File: src/rtl/alarm_pkg.sv
// Shared definitions for the anti-theft alarm timer.
//   - interval_e      : duration-select codes driven by the alarm FSM
//   - DUR_*           : power-on default durations in seconds
//   - timer_state_e   : timer FSM state encoding
//   - default_duration: maps an interval code to its default duration
package alarm_pkg;

  typedef enum logic [1:0] {
    INT_ARM_DELAY       = 2'b00,
    INT_DRIVER_DELAY    = 2'b01,
    INT_PASSENGER_DELAY = 2'b10,
    INT_ALARM_ON        = 2'b11
  } interval_e;

  localparam int unsigned DUR_ARM_DELAY       = 6;
  localparam int unsigned DUR_DRIVER_DELAY    = 8;
  localparam int unsigned DUR_PASSENGER_DELAY = 15;
  localparam int unsigned DUR_ALARM_ON        = 10;

  typedef enum logic [1:0] {
    StIdle    = 2'b00,
    StCount   = 2'b01,
    StExpired = 2'b10
  } timer_state_e;

  function automatic int unsigned default_duration(input interval_e sel);
    int unsigned dur;
    case (sel)
      INT_ARM_DELAY:       dur = DUR_ARM_DELAY;
      INT_DRIVER_DELAY:    dur = DUR_DRIVER_DELAY;
      INT_PASSENGER_DELAY: dur = DUR_PASSENGER_DELAY;
      INT_ALARM_ON:        dur = DUR_ALARM_ON;
      default:             dur = DUR_ARM_DELAY;
    endcase
    return dur;
  endfunction

endpackage

File: src/rtl/alarm_timer_if.sv
// Timer request/response bundle between the alarm FSM (master) and alarm_timer (slave).
//   start_timer, interval            : run request and duration select
//   reprogram, time_param_sel/value  : duration-table write port
//   one_hz_enable, expired, remaining: tick, expiry flag, seconds left
interface alarm_timer_if #(
  parameter int unsigned T_W = 4
);
  logic           start_timer;
  logic [1:0]     interval;
  logic           reprogram;
  logic [1:0]     time_param_sel;
  logic [T_W-1:0] time_value;
  logic           one_hz_enable;
  logic           expired;
  logic [T_W-1:0] remaining;

  modport master (
    output start_timer, interval, reprogram, time_param_sel, time_value,
    input  one_hz_enable, expired, remaining
  );

  modport slave (
    input  start_timer, interval, reprogram, time_param_sel, time_value,
    output one_hz_enable, expired, remaining
  );
endinterface

File: src/rtl/one_hz_tick.sv
// Free-running clock divider producing a one-cycle tick every CLK_FREQ cycles.
//   clock, reset  : system clock, synchronous active-high reset
//   one_hz_enable : high while the divider sits at CLK_FREQ-1
module one_hz_tick #(
  parameter int unsigned CLK_FREQ = 50_000_000
) (
  input  logic clock,
  input  logic reset,
  output logic one_hz_enable
);

  localparam int unsigned DivW = (CLK_FREQ > 1) ? $clog2(CLK_FREQ) : 1;
  localparam logic [DivW-1:0] DivMax = DivW'(CLK_FREQ - 1);

  logic [DivW-1:0] div_q, div_d;

  always_comb begin
    div_d = (div_q == DivMax) ? '0 : div_q + DivW'(1);
  end

  always_ff @(posedge clock) begin
    if (reset) begin
      div_q <= '0;
    end else begin
      div_q <= div_d;
    end
  end

  assign one_hz_enable = (div_q == DivMax);

endmodule

File: src/rtl/alarm_timer.sv
// Timebase and interval timer for the anti-theft controller.
//   clock, reset : system clock, synchronous active-high reset (highest priority)
//   bus (slave)  : start_timer/interval request in, expired/remaining/one_hz_enable out,
//                  reprogram/time_param_sel/time_value table write port
// Optional feature: define ALARM_TIMER_REPROG_EN to make the duration table writable at run
// time; otherwise the table is fixed at the package defaults and the write port is ignored.
module alarm_timer
  import alarm_pkg::*;
#(
  parameter int unsigned CLK_FREQ = 50_000_000,
  parameter int unsigned T_W      = 4
) (
  input logic          clock,
  input logic          reset,
  alarm_timer_if.slave bus
);

  logic tick;

  one_hz_tick #(
    .CLK_FREQ(CLK_FREQ)
  ) u_one_hz_tick (
    .clock        (clock),
    .reset        (reset),
    .one_hz_enable(tick)
  );

  assign bus.one_hz_enable = tick;

  // Duration table
  logic [T_W-1:0] tbl [4];

`ifdef ALARM_TIMER_REPROG_EN
  // A load in the same cycle as a write reads the old entry, since tbl is registered.
  always_ff @(posedge clock) begin
    if (reset) begin
      for (int i = 0; i < 4; i++) begin
        tbl[i] <= T_W'(default_duration(interval_e'(i)));
      end
    end else if (bus.reprogram) begin
      tbl[bus.time_param_sel] <= bus.time_value;
    end
  end
`else
  always_comb begin
    for (int i = 0; i < 4; i++) begin
      tbl[i] = T_W'(default_duration(interval_e'(i)));
    end
  end

  logic unused_reprog;
  assign unused_reprog = ^{bus.reprogram, bus.time_param_sel, bus.time_value};
`endif

  // Timer FSM
  timer_state_e   state_q, state_d;
  logic [T_W-1:0] rem_q, rem_d;
  interval_e      lat_q, lat_d;
  interval_e      itv;
  logic [T_W-1:0] load_dur;
  logic           load;

  assign itv      = interval_e'(bus.interval);
  assign load_dur = tbl[bus.interval];

  always_ff @(posedge clock) begin
    if (reset) begin
      state_q <= StIdle;
      rem_q   <= '0;
      lat_q   <= INT_ARM_DELAY;
    end else begin
      state_q <= state_d;
      rem_q   <= rem_d;
      lat_q   <= lat_d;
    end
  end

  always_comb begin
    state_d = state_q;
    rem_d   = rem_q;
    lat_d   = lat_q;
    load    = 1'b0;
    case (state_q)
      StIdle: begin
        rem_d = '0;
        if (bus.start_timer) load = 1'b1;
      end
      StCount: begin
        if (!bus.start_timer) begin
          state_d = StIdle;
          rem_d   = '0;
        end else if (tick) begin
          if (rem_q <= T_W'(1)) begin
            rem_d   = '0;
            state_d = StExpired;
          end else begin
            rem_d = rem_q - T_W'(1);
          end
        end
      end
      StExpired: begin
        if (!bus.start_timer) begin
          state_d = StIdle;
          rem_d   = '0;
        end else if (itv != lat_q) begin
          // Chained delay: requester moved on to the next interval.
          load = 1'b1;
        end
      end
      default: begin
        state_d = StIdle;
        rem_d   = '0;
      end
    endcase

    // A tick in the load cycle is deliberately not counted.
    if (load) begin
      lat_d   = itv;
      rem_d   = load_dur;
      state_d = (load_dur == '0) ? StExpired : StCount;
    end
  end

  // Combinational so a stale expiry never shows in the cycle the interval changes.
  always_comb begin
    bus.expired   = (state_q == StExpired) && bus.start_timer && (itv == lat_q);
    bus.remaining = rem_q;
  end

endmodule

File: src/flat_wrapper.sv
// flat-port wrapper written by rule: the top's interface ports become plain ports
module alarm_timer_flat import alarm_pkg::*;
#(
  parameter int unsigned CLK_FREQ = 50_000_000,
  parameter int unsigned T_W      = 4
)
  (clock, reset, bus_start_timer, bus_interval, bus_reprogram, bus_time_param_sel, bus_time_value, bus_one_hz_enable, bus_expired, bus_remaining);
  alarm_timer_if #(.T_W(T_W)) bus_i ();
  input logic clock;
  input logic reset;
  input wire logic [$bits(bus_i.start_timer)-1:0] bus_start_timer;
  input wire logic [$bits(bus_i.interval)-1:0] bus_interval;
  input wire logic [$bits(bus_i.reprogram)-1:0] bus_reprogram;
  input wire logic [$bits(bus_i.time_param_sel)-1:0] bus_time_param_sel;
  input wire logic [$bits(bus_i.time_value)-1:0] bus_time_value;
  output wire logic [$bits(bus_i.one_hz_enable)-1:0] bus_one_hz_enable;
  output wire logic [$bits(bus_i.expired)-1:0] bus_expired;
  output wire logic [$bits(bus_i.remaining)-1:0] bus_remaining;
  assign bus_i.start_timer = bus_start_timer;
  assign bus_i.interval = bus_interval;
  assign bus_i.reprogram = bus_reprogram;
  assign bus_i.time_param_sel = bus_time_param_sel;
  assign bus_i.time_value = bus_time_value;
  assign bus_one_hz_enable = bus_i.one_hz_enable;
  assign bus_expired = bus_i.expired;
  assign bus_remaining = bus_i.remaining;
  alarm_timer #(.CLK_FREQ(CLK_FREQ), .T_W(T_W)) u_core (.clock(clock), .reset(reset), .bus(bus_i));
endmodule
File: config.mk
export PLATFORM = sky130hd
export DESIGN_NAME = alarm_timer_flat
export DESIGN_NICKNAME = d
export VERILOG_FILES = /design/src/rtl/alarm_pkg.sv /design/src/rtl/alarm_timer_if.sv /design/src/rtl/one_hz_tick.sv /design/src/rtl/alarm_timer.sv /design/src/flat_wrapper.sv
export SDC_FILE = /design/constraint.sdc
export NUM_CORES = 1
export LEC_CHECK = 0
export BUFFER_PORTS_ARGS = -buffer_cell sky130_fd_sc_hd__buf_2
export CAP_MARGIN = 20
export CORE_MARGIN = 5
export CORE_UTILIZATION = 35
export CTS_BUF_LIST = sky130_fd_sc_hd__clkbuf_16
export DETAILED_ROUTE_END_ITERATION = 16
export PLACE_DENSITY_LB_ADDON = 0.3
export SKIP_CTS_REPAIR_TIMING = 1
export SYNTH_ARGS = -nofsm -noshare
export SYNTH_HDL_FRONTEND = slang
export SYNTH_SLANG_ARGS = --single-unit
File: constraint.sdc
create_clock -name clock -period 1.7 [get_ports clock]
set_input_delay 0.17 -clock clock [delete_from_list [all_inputs] [get_ports clock]]
set_output_delay 0.17 -clock clock [all_outputs]
set_load 0.005 [all_outputs]
# ---- Yosys cells after proc, flatten, opt, wreduce, memory -nomap -nowiden
# Index checks and enable logic that the tools add are counted.
dict set report word_totals {
  in_bits 12
  output_inout_bits 6
  ff_bits 34
  word_cells 45
}
dict set report classes {
  magnitude_cmp 2
  n_mux 20
  eq_ne 9
  reduce_logical 7
  bitwise 1
  n_addsub 2
}
# op count
set op_table {}
lappend op_table {{$mux 4} 7}
lappend op_table {{$add 26x1->26 const B} 1}
lappend op_table {{$eq 26x26->1 const B} 1}
lappend op_table {{$mux 2} 6}
lappend op_table {{$bmux 4 s2} 1}
lappend op_table {{$pmux 4 s2} 1}
lappend op_table {{$pmux 2 s3} 1}
lappend op_table {{$le 4x1->1 const B} 1}
lappend op_table {{$logic_not 4->1} 1}
lappend op_table {{$ne 4x2->1 const B} 1}
lappend op_table {{$ne 4x3->1 const B} 1}
lappend op_table {{$reduce_and 4->1} 1}
lappend op_table {{$sub 4x1->4 const B} 1}
lappend op_table {{$ge 3x3->1 const B} 1}
lappend op_table {{$mux 1} 3}
lappend op_table {{$ne 3x2->1 const B} 1}
lappend op_table {{$not 2->3} 1}
lappend op_table {{$eq 2x1->1 const B} 1}
lappend op_table {{$eq 2x2->1} 1}
lappend op_table {{$eq 2x2->1 const B} 1}
lappend op_table {{$logic_and 1x1->1} 2}
lappend op_table {{$logic_not 2->1} 1}
lappend op_table {{$ne 2x1->1 const B} 1}
lappend op_table {{$ne 2x2->1} 1}
lappend op_table {{3 further kinds} 3}

# ---- Logic depth before layout (Yosys ltp)
# Gate-level depths: netlist of run 1.
dict set report depth {
  depth_word 7
  ltp_mapped 9
  ltp_nobuf 7
}

# ---- Hierarchy
# A second synthesis of run 1 with hierarchy kept.
dict set report hier_totals {
  cells_unflattened 211
  area_unflattened_um2 1781.7
}
# module seq_area_each_um2 cells_each area_each_um2 n_inst
set by_module_without_submodules {}
lappend by_module_without_submodules {one_hz_tick 520.5 147 1257.5 1}
lappend by_module_without_submodules {alarm_timer 160.2 64 524.3 1}

# ---- Least setup slack after synthesis of run 1
# Ideal clock, no wire load.
dict set report synth_timing {
  path_type {reg2reg}
  start {reg u_core.u_one_hz_tick.div_q[0]}
  end {reg u_core.u_one_hz_tick.div_q[12]}
  period_less_slack_ns 1.558
  stages_incl_launch_ff 10
  t_arrival_ns 1.494
  required_time_ns 1.636
  path_slack_ns 0.142
  path_cell_list {dfxtp_1 -> ha_1 -> nand3_1 -> nor2_1 -> and4_1 -> buf_6 -> or2_4 -> buf_6 -> buf_6 -> nor2_1}
}
dict set report synth_via {
  elab_chain_len 2
}
# element line_no
set synth_lines {}
lappend synth_lines {{start: declaration} one_hz_tick.sv:15} ;# logic [DivW-1:0] div_q, div_d;
lappend synth_lines {{start signal: assignment} one_hz_tick.sv:25} ;# div_q <= div_d;
lappend synth_lines {{$eq 26x26->1} -}
lappend synth_lines {{via bus_one_hz_enable} flat_wrapper.sv:16} ;# output wire logic [$bits(bus_i.one_hz_enable)-1:0] bus_one_hz_enable;
lappend synth_lines {{$reduce_or 2->1 (no source line)} -}
# The timed path passes the listed nets, and every way through them passes these cells.
# A chain may end at the register's enable or synchronous reset.

# ---- Worst setup path in the final report of run 1
dict set report layout_timing {
  start {reg u_core.u_one_hz_tick.div_q[23]}
  end {out bus_one_hz_enable}
}
dict set report layout_via {
  elab_chain_len 1
}
# element line_no
set layout_lines {}
lappend layout_lines {{$eq 26x26->1} one_hz_tick.sv:29} ;# assign one_hz_enable = (div_q == DivMax);
lappend layout_lines {{end: declaration} flat_wrapper.sv:16}
# No other way between the ends.

==> metrics.md, run 1 <==
| Metric | Value |
|---|---|
| #FFs+latches synth | `34` |
| Final Cycle Share | `96.3%` |
| Crit start category | `flip-flop` |
| Worst Path Class, Setup | `flip-flop to output port` |
| # Max-Cap Violations | `0` |
| Critical Path End Type | `output port` |
| Slew HR | `74.3%` |
| Non-Filler Instances | `303` |
| Final hold violations | `0` |
| Final clock skew | `0.00625 ns` |
| Routed wire per std cell | `11.8 um` |
| Total CTS buffers | `5` |
| Post-synth ARST share | `0%` |
| IO Pins | `18` |
| CTS tree | `built` |
| Via/cell ratio | `4.75` |
| Die area | `6380 um^2` |
| P per Cell Area | `888 nW/um^2` |
| Seq/Total Area, Yosys | `39.8%` |
| Synthesis-to-layout area growth | `30.2%` |
| Tmin final | `1.64 ns` |
| Worst slack, placed | `0.0162 ns` |
| Leak | `0.000873 uW` |
| Worst Path Buf+Inv | `2` |
| Post-layout instance area | `2230 um^2` |
| Cell Area, Placed | `1980 um^2` |
| Remaining DRCs | `0` |
| Initial antenna violation count | `0` |
| Number of synthesized flops with an enable pin | `0` |
| CP cell instances | `nand3_2 -> nor4_2 -> and4_4 -> buf_6 -> buf_2` |
| Req. time, crit path | `1.53 ns` |
| Synth top area share | `39.8%` |
| Maximum level of the CTS H-tree | `2` |
| WP data arrival | `1.47 ns` |
| ANT cells | `0` |
| VDD IR max | `560 uV` |
| Via Count | `1,438` |
| Initial core utilization | `36.2%` |
| Final setup viols | `0` |
| Cell count after placement | `293` |
| Synth Net Count | `212` |
| Mapped Area | `1710 um^2` |
| Routability Congestion | `0.815` |
| Outcome | `finished, final reports clean` |
| Worst hold slack | `0.176 ns` |
| DR pass1 iterations | `4` |
| Final Slew Violations | `0` |
| Number of global-route vias before repair | `1,380` |
| Post-Synthesis Cells | `197` |
| CORE AREA | `4720 um^2` |
| First-pass GRT wire length | `6040 um` |
| Crit-path leading delay family | `simple AND/OR/NAND/NOR gates` |
| Fmax | `0.611 GHz` |
| Largest net degree at the start of global routing | `25` |
| Reg clk slew, reported paths | `0.05 ns` |
| Grt total ovfl | `0` |
| Slowest cell on the critical path | `dfxtp_2` |
| Critical Path Max Stage Delay | `0.33 ns` |
| Hpwl dp | `2430 um` |
| Post-synth top area cell | `dfxtp_1` |
| Synth unique cells | `42` |
| I/O Buffers | `10` |
| Clk buf depth | `2` |
| Root buffer cell | `clkbuf_16` |
| Chip height | `79.9 um` |
| Synth top area cells | `dfxtp_1 40%, xor2_1 9.2%, nor2_1 8.3%, nand2_1 4.2%, xnor2_1 4.1%` |
| Layout cells sized above 1 | `29.2%` |
| Avg Cell Area, Syn | `8.68 um^2` |
| 1st-iter DRT viols | `39` |
| Die X | `79.9 um` |
| Number of cell rows | `25` |
| DRT antenna net count | `0` |
| Clk Latency, worst-skew pair | `0.28 ns` |
| Nets | `250` |
| GRT Resource Usage Total | `12.1%` |
| Fillers | `483` |
| Least-Margin Pin Slew | `0.381 ns` |
| Ys Warns | `0` |
| Post-Route WL | `3570 um` |
| Hold Crit Class | `primary input to flip-flop` |
| CTS Sinks | `34` |
| Max FO, Critical Path | `4` |
| Worst Setup Slack, final | `0.0632 ns` |
| Ys flop type | `dfxtp_1` |
[registers in the layout (all words and copies together) (netlist names)]
register,count
u_core.bus.remaining,4
u_core.lat_q,2
u_core.state_q,2
u_core.u_one_hz_tick.div_q,26
[worst paths after layout]
check,from,endpoint,slack [ns],depth (start not counted)
max,u_core.u_one_hz_tick.div_q[23],bus_one_hz_enable,0.06,5
min reg2reg,u_core.lat_q[0],u_core.lat_q[0],0.48,2
min,bus_interval[0],u_core.lat_q[0],0.18,3
max reg2reg,u_core.bus.remaining[0],u_core.state_q[0],0.07,7
[kinds of logic (layout without fill, tap and decap cells)]
family	after synthesis	in the layout	share of synthesized area (%)
AND/OR/NAND/NOR	101	101	30.2
flip-flops	34	34	39.8
XOR/XNOR	26	26	13.3
AO/OA/AOI/OAI	16	16	7.61
buffers and inverters	14	53	4.83
adder cells (fa/ha/maj)	3	3	2.20
multiplexers	3	3	2.05
[cell usage after synthesis, types with 3 or more instances]
master   number
nor2_1       38
dfxtp_1      34
nand2_1      19
xor2_1       18
nand3_1      12
inv_1         8
xnor2_1       8
nand4_1       6
nor3_1        5
a21oi_1       4
buf_6         4
ha_1          3
[where the power goes]
| part | switching, uW | leakage, uW | internal, uW |
|---|---|---|---|
| sequential | 19.4 | 0.000279 | 816 |
| combinational | 74.5 | 0.000508 | 64.5 |
| clock | 323 | 0.0000864 | 680 |
[worst min-delay path, delay by kind of cell]
kind | cells | cell delay (ns)
buffers and inverters | 1 | 0.13
AO/OA/AOI/OAI | 1 | 0.05
AND/OR/NAND/NOR | 1 | 0.06
[layout make-up]
type | count | area, um^2 | share of cell area [%]
multi-input cells | 149 | 1000 | 45.0
flip-flops and latches | 34 | 691 | 31.0
repair buffers | 37 | 256 | 11.5
clock buffers | 5 | 125 | 5.62
well taps | 67 | 83.8 | 3.77
clock inverters | 3 | 37.5 | 1.69
inverters | 8 | 30.0 | 1.35
[routing by layer]
metal | up-vias | wire length [um] | global-route usage, %
met5 | - | 0 | 0
met4 | 0 | 91 | 6.08
met3 | 8 | 115 | 3.39
met2 | 18 | 1650 | 19.9
met1 | 669 | 1710 | 14.3
li1 | 743 | - | -
[cells in the final DEF (no fill, tap or decap), types with 2 or more instances in the layout]
cell type	netlist	final
nand2b_1	2	2
nor2_1	38	36
nand2_1	19	19
nor3_1	5	5
mux2i_1	2	2
ha_1	3	2
or2_2	2	2
buf_2	0	10
o311ai_0	2	2
nand3_1	12	10
dfxtp_1	34	26
xor2_1	18	18
nand4b_1	2	2
xnor2_1	8	8
a21oi_1	4	4
buf_4	0	26
nand4_1	6	6
nand3_2	1	3
inv_1	8	10
clkbuf_16	0	5
dfxtp_2	0	8
and3_1	2	2
nor2_2	0	2
[metrics by stage]
step / TNS [ns] / power [uW] / util (%)
2_1_floorplan: 0 / 939 / -
3_3_place_gp: 0 / 972 / 41.9
3_5_place_dp: 0 / 975 / 41.9
4_1_cts: -0.130 / 1990 / 45.3
5_1_grt: -0.157 / 2070 / 47.1
6_report: 0 / 1980 / 47.1
No activity file was read; power rests on OpenSTA's default activity.
==> run 2: changes to the inputs <==
ABC_AREA = 1   (was default)
SETUP_SLACK_MARGIN = 0.1   (was default)
==> run 2 against run 1 <==
Total power fell by 2.0%. Critical path type unchanged. Utilization fell by 4.1 points. Hold slack got worse by 0.064 ns. Clock power fell by 10%. Setup slack improved by 0.056 ns. Maximum frequency increased by 3.5%. Global-route usage grew 1.8 points. Largest power group unchanged.
==> metrics.md, run 2 <==
| Metric | Value |
|---|---|
| Synth Net Count | `305` |
| Initial antenna violation count | `0` |
| Nets | `327` |
| Die area | `7060 um^2` |
| Avg Cell Area, Syn | `6.62 um^2` |
| IO Pins | `18` |
| Hold Crit Class | `primary input to flip-flop` |
| Commonest non-fill, non-tap cell in the layout | `nand2_1` |
| WP data arrival | `1.41 ns` |
| VDD IR max | `499 uV` |
| Ys flop type | `dfxtp_1` |
| Hpwl dp | `3460 um` |
| Crit start category | `flip-flop` |
| Via Count | `1,866` |
| Synth top area share | `35.5%` |
| Worst Path Class, Setup | `flip-flop to output port` |
| Clk Latency, worst-skew pair | `0.28 ns` |
| Routed wire per std cell | `11.6 um` |
| Cell count after placement | `376` |
| Synthesis-to-layout area growth | `21.1%` |
| Largest register FFs | `26` |
| Least-Margin Pin Slew | `0.353 ns` |
| Max FO, Critical Path | `3` |
| Final hold violations | `0` |
| Synth unique cells | `30` |
| Final Cycle Share | `93.0%` |
| Initial core utilization | `35.5%` |
| Mapped Area | `1920 um^2` |
| GRT Resource Usage Total | `13.9%` |
| CTS tree | `built` |
| Chip height | `84.1 um` |
| Power Total | `1940 uW` |
| DR pass1 iterations | `4` |
| Final clock skew | `0.00563 ns` |
| DRT antenna net count | `0` |
| Clk buf depth | `2` |
| Largest net degree at the start of global routing | `15` |
| Synth top cells by count | `75 x nand2_1, 45 x nor2_1, 36 x inv_1` |
| Synth top area cells | `dfxtp_1 35%, nand2_1 15%, nor2_1 8.8%, inv_1 7.0%, a21oi_1 5.5%` |
| ANT cells | `0` |
| Non-Filler Instances | `385` |
| Maximum level of the CTS H-tree | `2` |
| Slew HR | `76.4%` |
| Req. time, crit path | `1.53 ns` |
| Critical Path End Type | `output port` |
| Post-synth ARST share | `0%` |
| Layout cells sized above 1 | `17.9%` |
| RSZ-0062 raised after global routing | `yes` |
| Most frequent cells in the layout | `74 x nand2_1, 41 x nor2_1, 35 x inv_1, 29 x dfxtp_1, 20 x a21oi_1` |
| Biggest register | `u_core.u_one_hz_tick.div_q` |
| Number of cell rows | `27` |
| Number of global-route vias before repair | `1,705` |
| # Max-Cap Violations | `0` |
| Fmax | `0.632 GHz` |
| First-pass GRT wire length | `8000 um` |
| Total CTS buffers | `5` |
| Remaining DRCs | `0` |
| Die X | `84.1 um` |
| Ys Warns | `0` |
| Tmin final | `1.58 ns` |
| Number of synthesized flops with an enable pin | `0` |
| #FFs+latches synth | `34` |
| Leak | `0.000913 uW` |
| I/O Buffers | `10` |
| Fillers | `595` |
| Post-synth top area cell | `dfxtp_1` |
| Seq/Total Area, Yosys | `35.5%` |
| Reg clk slew, reported paths | `0.06 ns` |
| Top-count cell post-synth | `nand2_1` |
| Post-Route WL | `4460 um` |
| 1st-iter DRT viols | `127` |
| Final setup viols | `0` |
| CORE AREA | `5410 um^2` |
| Routability Congestion | `0.928` |
| Grt total ovfl | `0` |
| Via/cell ratio | `4.85` |
| Outcome | `finished, final reports clean` |
| Post-Synthesis Cells | `290` |
| P per Cell Area | `833 nW/um^2` |
| Root buffer cell | `clkbuf_16` |
| Final Slew Violations | `0` |
| CTS Sinks | `34` |
-- run 2: changes by cell type after synthesis, moves of 4 or more --
cell      before  now
nand4_1        6   10
inv_1          8   36
a21oi_1        4   21
buf_6          4    0
nor2_1        38   45
xnor2_1        8    4
nand3b_1       0    4
xor2_1        18    4
nand2_1       19   75
o21ai_0        1    6
-- run 2: cell families after synthesis --
family | synth area share [%]
AOI/OAI and AO/OA | 8.48
adders and majority gates | 1.96
buffers and inverters | 7.82
DFF | 35.5
xor gates and xnor gates | 3.65
and+or+nand+nor | 42.6
-- run 2: cell type report --
class / count / area [um^2] / area share (%)
multi-input combinational: 218 / 1150 / 49.4
clock inverter: 3 / 21.3 / 0.915
inverter: 36 / 135 / 5.82
sequential: 34 / 689 / 29.7
clock buffer: 5 / 125 / 5.39
timing repair buffer: 17 / 115 / 4.95
tap: 72 / 90.1 / 3.88
-- run 2: worst paths after layout --
kind,from,endpoint,slack (ns),cells past startpoint
worst max-delay path,u_core.u_one_hz_tick.div_q[1],bus_one_hz_enable,0.12,8
worst min-delay path,reset,u_core.bus.remaining[2],0.11,2
worst max register to register,u_core.u_one_hz_tick.div_q[1],u_core.u_one_hz_tick.div_q[17],0.21,10
worst min register to register,u_core.u_one_hz_tick.div_q[0],u_core.u_one_hz_tick.div_q[0],0.45,1
-- run 2: through the flow --
step	util, %	worst slack (ns)	hold WS [ns]	area (um^2)	setup TNS [ns]
floorplan	-	0.277	0.239	1920	0
global placement	38.9	0.0925	0.405	2100	0
detailed placement	38.9	0.0778	0.412	2100	0
CTS	41.6	-0.0635	0.112	2250	-0.0635
global route	43.0	0.0189	0.121	2320	0
finish	43.0	0.119	0.112	2320	0
-- run 2: where the power goes --
part	leakage, uW	total (uW)	internal [uW]	switching, uW
registers	0.000278	845	821	23.4
clock network	0.0000698	898	542	356
logic	0.000565	194	81.5	113
-- run 2: critical path, stage by stage, from the launching register on --
cell and delay, ns:
dfxtp_2 0.36, ha_4 0.15, nand2_2 0.07, nor2_4 0.09, nand2_2 0.07, nor2_4 0.11
nand3_4 0.11, inv_2 0.07, buf_2 0.10
-- run 2: layer usage --
layer	GRT usage [%]	part of all wire, %	up-vias
li1	-	-	976
met3	3.65	4.8	7
met2	21.0	45	40
met5	0	0	-
met4	5.26	1.7	0
met1	18.7	48	843
==> run 3: changes to the inputs <==
PLACE_DENSITY_LB_ADDON = default   (was 0.3)
==> run 3 against run 2 <==
Via count shrank 2.6%. Sequential cell count stayed put. Design area fell by 2.8%. Maximum frequency about the same. Sequential power hardly changed. Critical endpoint unchanged. Largest power group is now registers. Die area stayed put. Sequential share of layout area grew 0.69 points. Utilization down 1.2 points.
==> metrics.md, run 3 (synthesis results as in run 2) <==
| Metric | Value |
|---|---|
| Outcome | `finished, final reports clean` |
| Switch Pwr | `439 uW` |
| Largest register FFs | `26` |
| Final Slew Violations | `0` |
| # Max-Cap Violations | `0` |
| Crit start category | `flip-flop` |
| R2R Path End | `u_core.u_one_hz_tick.div_q[9]` |
| CP startpoint | `u_core.u_one_hz_tick.div_q[0]` |
| Initial core utilization | `35.5%` |
| Grt total ovfl | `0` |
| Worst slack, placed | `0.115 ns` |
| Post-Route WL | `4270 um` |
| WP data arrival | `1.41 ns` |
| Synthesis-to-layout area growth | `17.7%` |
| Nets | `325` |
| WHS Endpoint | `u_core.lat_q[0]` |
| Worst hold start | `reset` |
| P per Cell Area | `823 nW/um^2` |
| Via Count | `1,817` |
| Most frequent cells in the layout | `75 x nand2_1, 44 x nor2_1, 35 x inv_1, 32 x dfxtp_1, 21 x a21oi_1` |
| Commonest non-fill, non-tap cell in the layout | `nand2_1` |
| Cell Area, Placed | `2080 um^2` |
| Hold Crit Class | `primary input to flip-flop` |
| Reg clk slew, reported paths | `0.05 ns` |
| Leak | `0.000875 uW` |
| Chip height | `84.1 um` |
| Req. time, crit path | `1.53 ns` |
| Tmin final | `1.58 ns` |
| Root buffer cell | `clkbuf_16` |
| Via/cell ratio | `4.74` |
| Number of global-route vias before repair | `1,694` |
| Final clock skew | `0.00357 ns` |
| Fmax | `0.632 GHz` |
| GRT Resource Usage Total | `12.9%` |
| Cell count after placement | `375` |
| Non-Filler Instances | `383` |
| Clk Latency, worst-skew pair | `0.28 ns` |
| Hold path depth | `2` |
| GRT busiest layer | `met2` |
| Final hold violations | `0` |
| CTS tree | `built` |
| Worst Path Class, Setup | `flip-flop to output port` |
| Least-Margin Pin Slew | `0.289 ns` |
| Clk buf depth | `2` |
| I/O Buffers | `10` |
| Largest net degree at the start of global routing | `18` |
| Met2 usage | `20.8%` |
| Power Total | `1860 uW` |
| Logic pwr share | `9.4%` |
| Final setup viols | `0` |
| Final Cycle Share | `93.1%` |
| Clock Power Share | `45.1%` |
| Met1 usage | `16.7%` |
| RSZ-0062 raised after global routing | `yes` |
| R2r setup slk | `0.22 ns` |
| First-pass GRT wire length | `7480 um` |
| Sequential share of power | `45.5%` |
| Die area | `7060 um^2` |
| Hpwl dp | `3320 um` |
| CORE AREA | `5410 um^2` |
| Worst Setup Slack, final | `0.118 ns` |
| Max FO, Critical Path | `4` |
| Slew HR | `80.7%` |
| Layout cells sized above 1 | `14.1%` |
| Maximum level of the CTS H-tree | `2` |
| Global Route met3 Usage | `3.46%` |
| Number of cell rows | `27` |
| Post-layout util | `41.8%` |
| Worst r2r src | `u_core.u_one_hz_tick.div_q[0]` |
| Die X | `84.1 um` |
| VDD IR max | `487 uV` |
| Total CTS buffers | `5` |
| Initial antenna violation count | `0` |
| IO Pins | `18` |
| Sw frac | `23.6%` |
| Internal power | `1420 uW` |
| Worst Reg-to-Reg Cells | `9` |
| Biggest register | `u_core.u_one_hz_tick.div_q` |
| Post-layout instance area | `2260 um^2` |
| DRT antenna net count | `0` |
| DR pass1 iterations | `4` |
| ANT cells | `0` |
| Routability Congestion | `0.904` |
| Critical Path End Type | `output port` |
| 1st-iter DRT viols | `99` |
| Routed wire per std cell | `11.1 um` |
| Remaining DRCs | `0` |
| CTS Sinks | `34` |
run 3: cell types whose count changed in the layout (fill, tap and decap cells not counted), sizes merged:
| cell | before | now |
|---|---|---|
| buf | 17 | 15 |
| clkinv | 2 | 3 |
| clkinvlp | 1 | 0 |
run 3: layer usage:
layer	share of wire, %	vias up
li1	-	973
met1	48	814
met2	47	20
met3	3.4	10
met4	1.8	0
met5	0	-
run 3: final cells by class:
cell class                 instances  area, um^2
sequential                        34         686
clock inverter                     3        11.3
multi-input combinational        218        1120
timing repair buffer              15        87.6
inverter                          36         135
fill                             575        3150
tap                               72        90.1
clock buffer                       5         125
run 3: per-stage QoR:
step	TNS [ns]	hold slack, ns
floorplan	0	0.239
global placement	0	0.418
detailed placement	0	0.418
CTS	-0.0209	0.124
global route	0	0.143
finish	0	0.131
run 3: critical path: stages, from the launching register on:
cell and delay (ns):
dfxtp_4 0.36, ha_4 0.14, nand2_2 0.07, nor2_4 0.10, nand2_2 0.06, nor2_2 0.08, nand3_2 0.12, inv_2 0.09
buf_2 0.10
run 3: how the worst max path moves through the flow:
stage / to / cells past startpoint
finish: bus_one_hz_enable / 8
global route: bus_one_hz_enable / 8
CTS: bus_one_hz_enable / 8
detailed placement: u_core.u_one_hz_tick.div_q[9] / 9
global placement: u_core.u_one_hz_tick.div_q[9] / 9
floorplan: u_core.u_one_hz_tick.div_q[13] / 9
run 3: power groups by stage:
stage | clock network (uW) | registers (uW) | logic (uW)
final | 838 | 846 | 176
after global routing | 901 | 849 | 205
after CTS | 865 | 843 | 175
after detailed placement | 0 | 859 | 175
after global placement | 0 | 859 | 175
after floorplan | 0 | 856 | 131
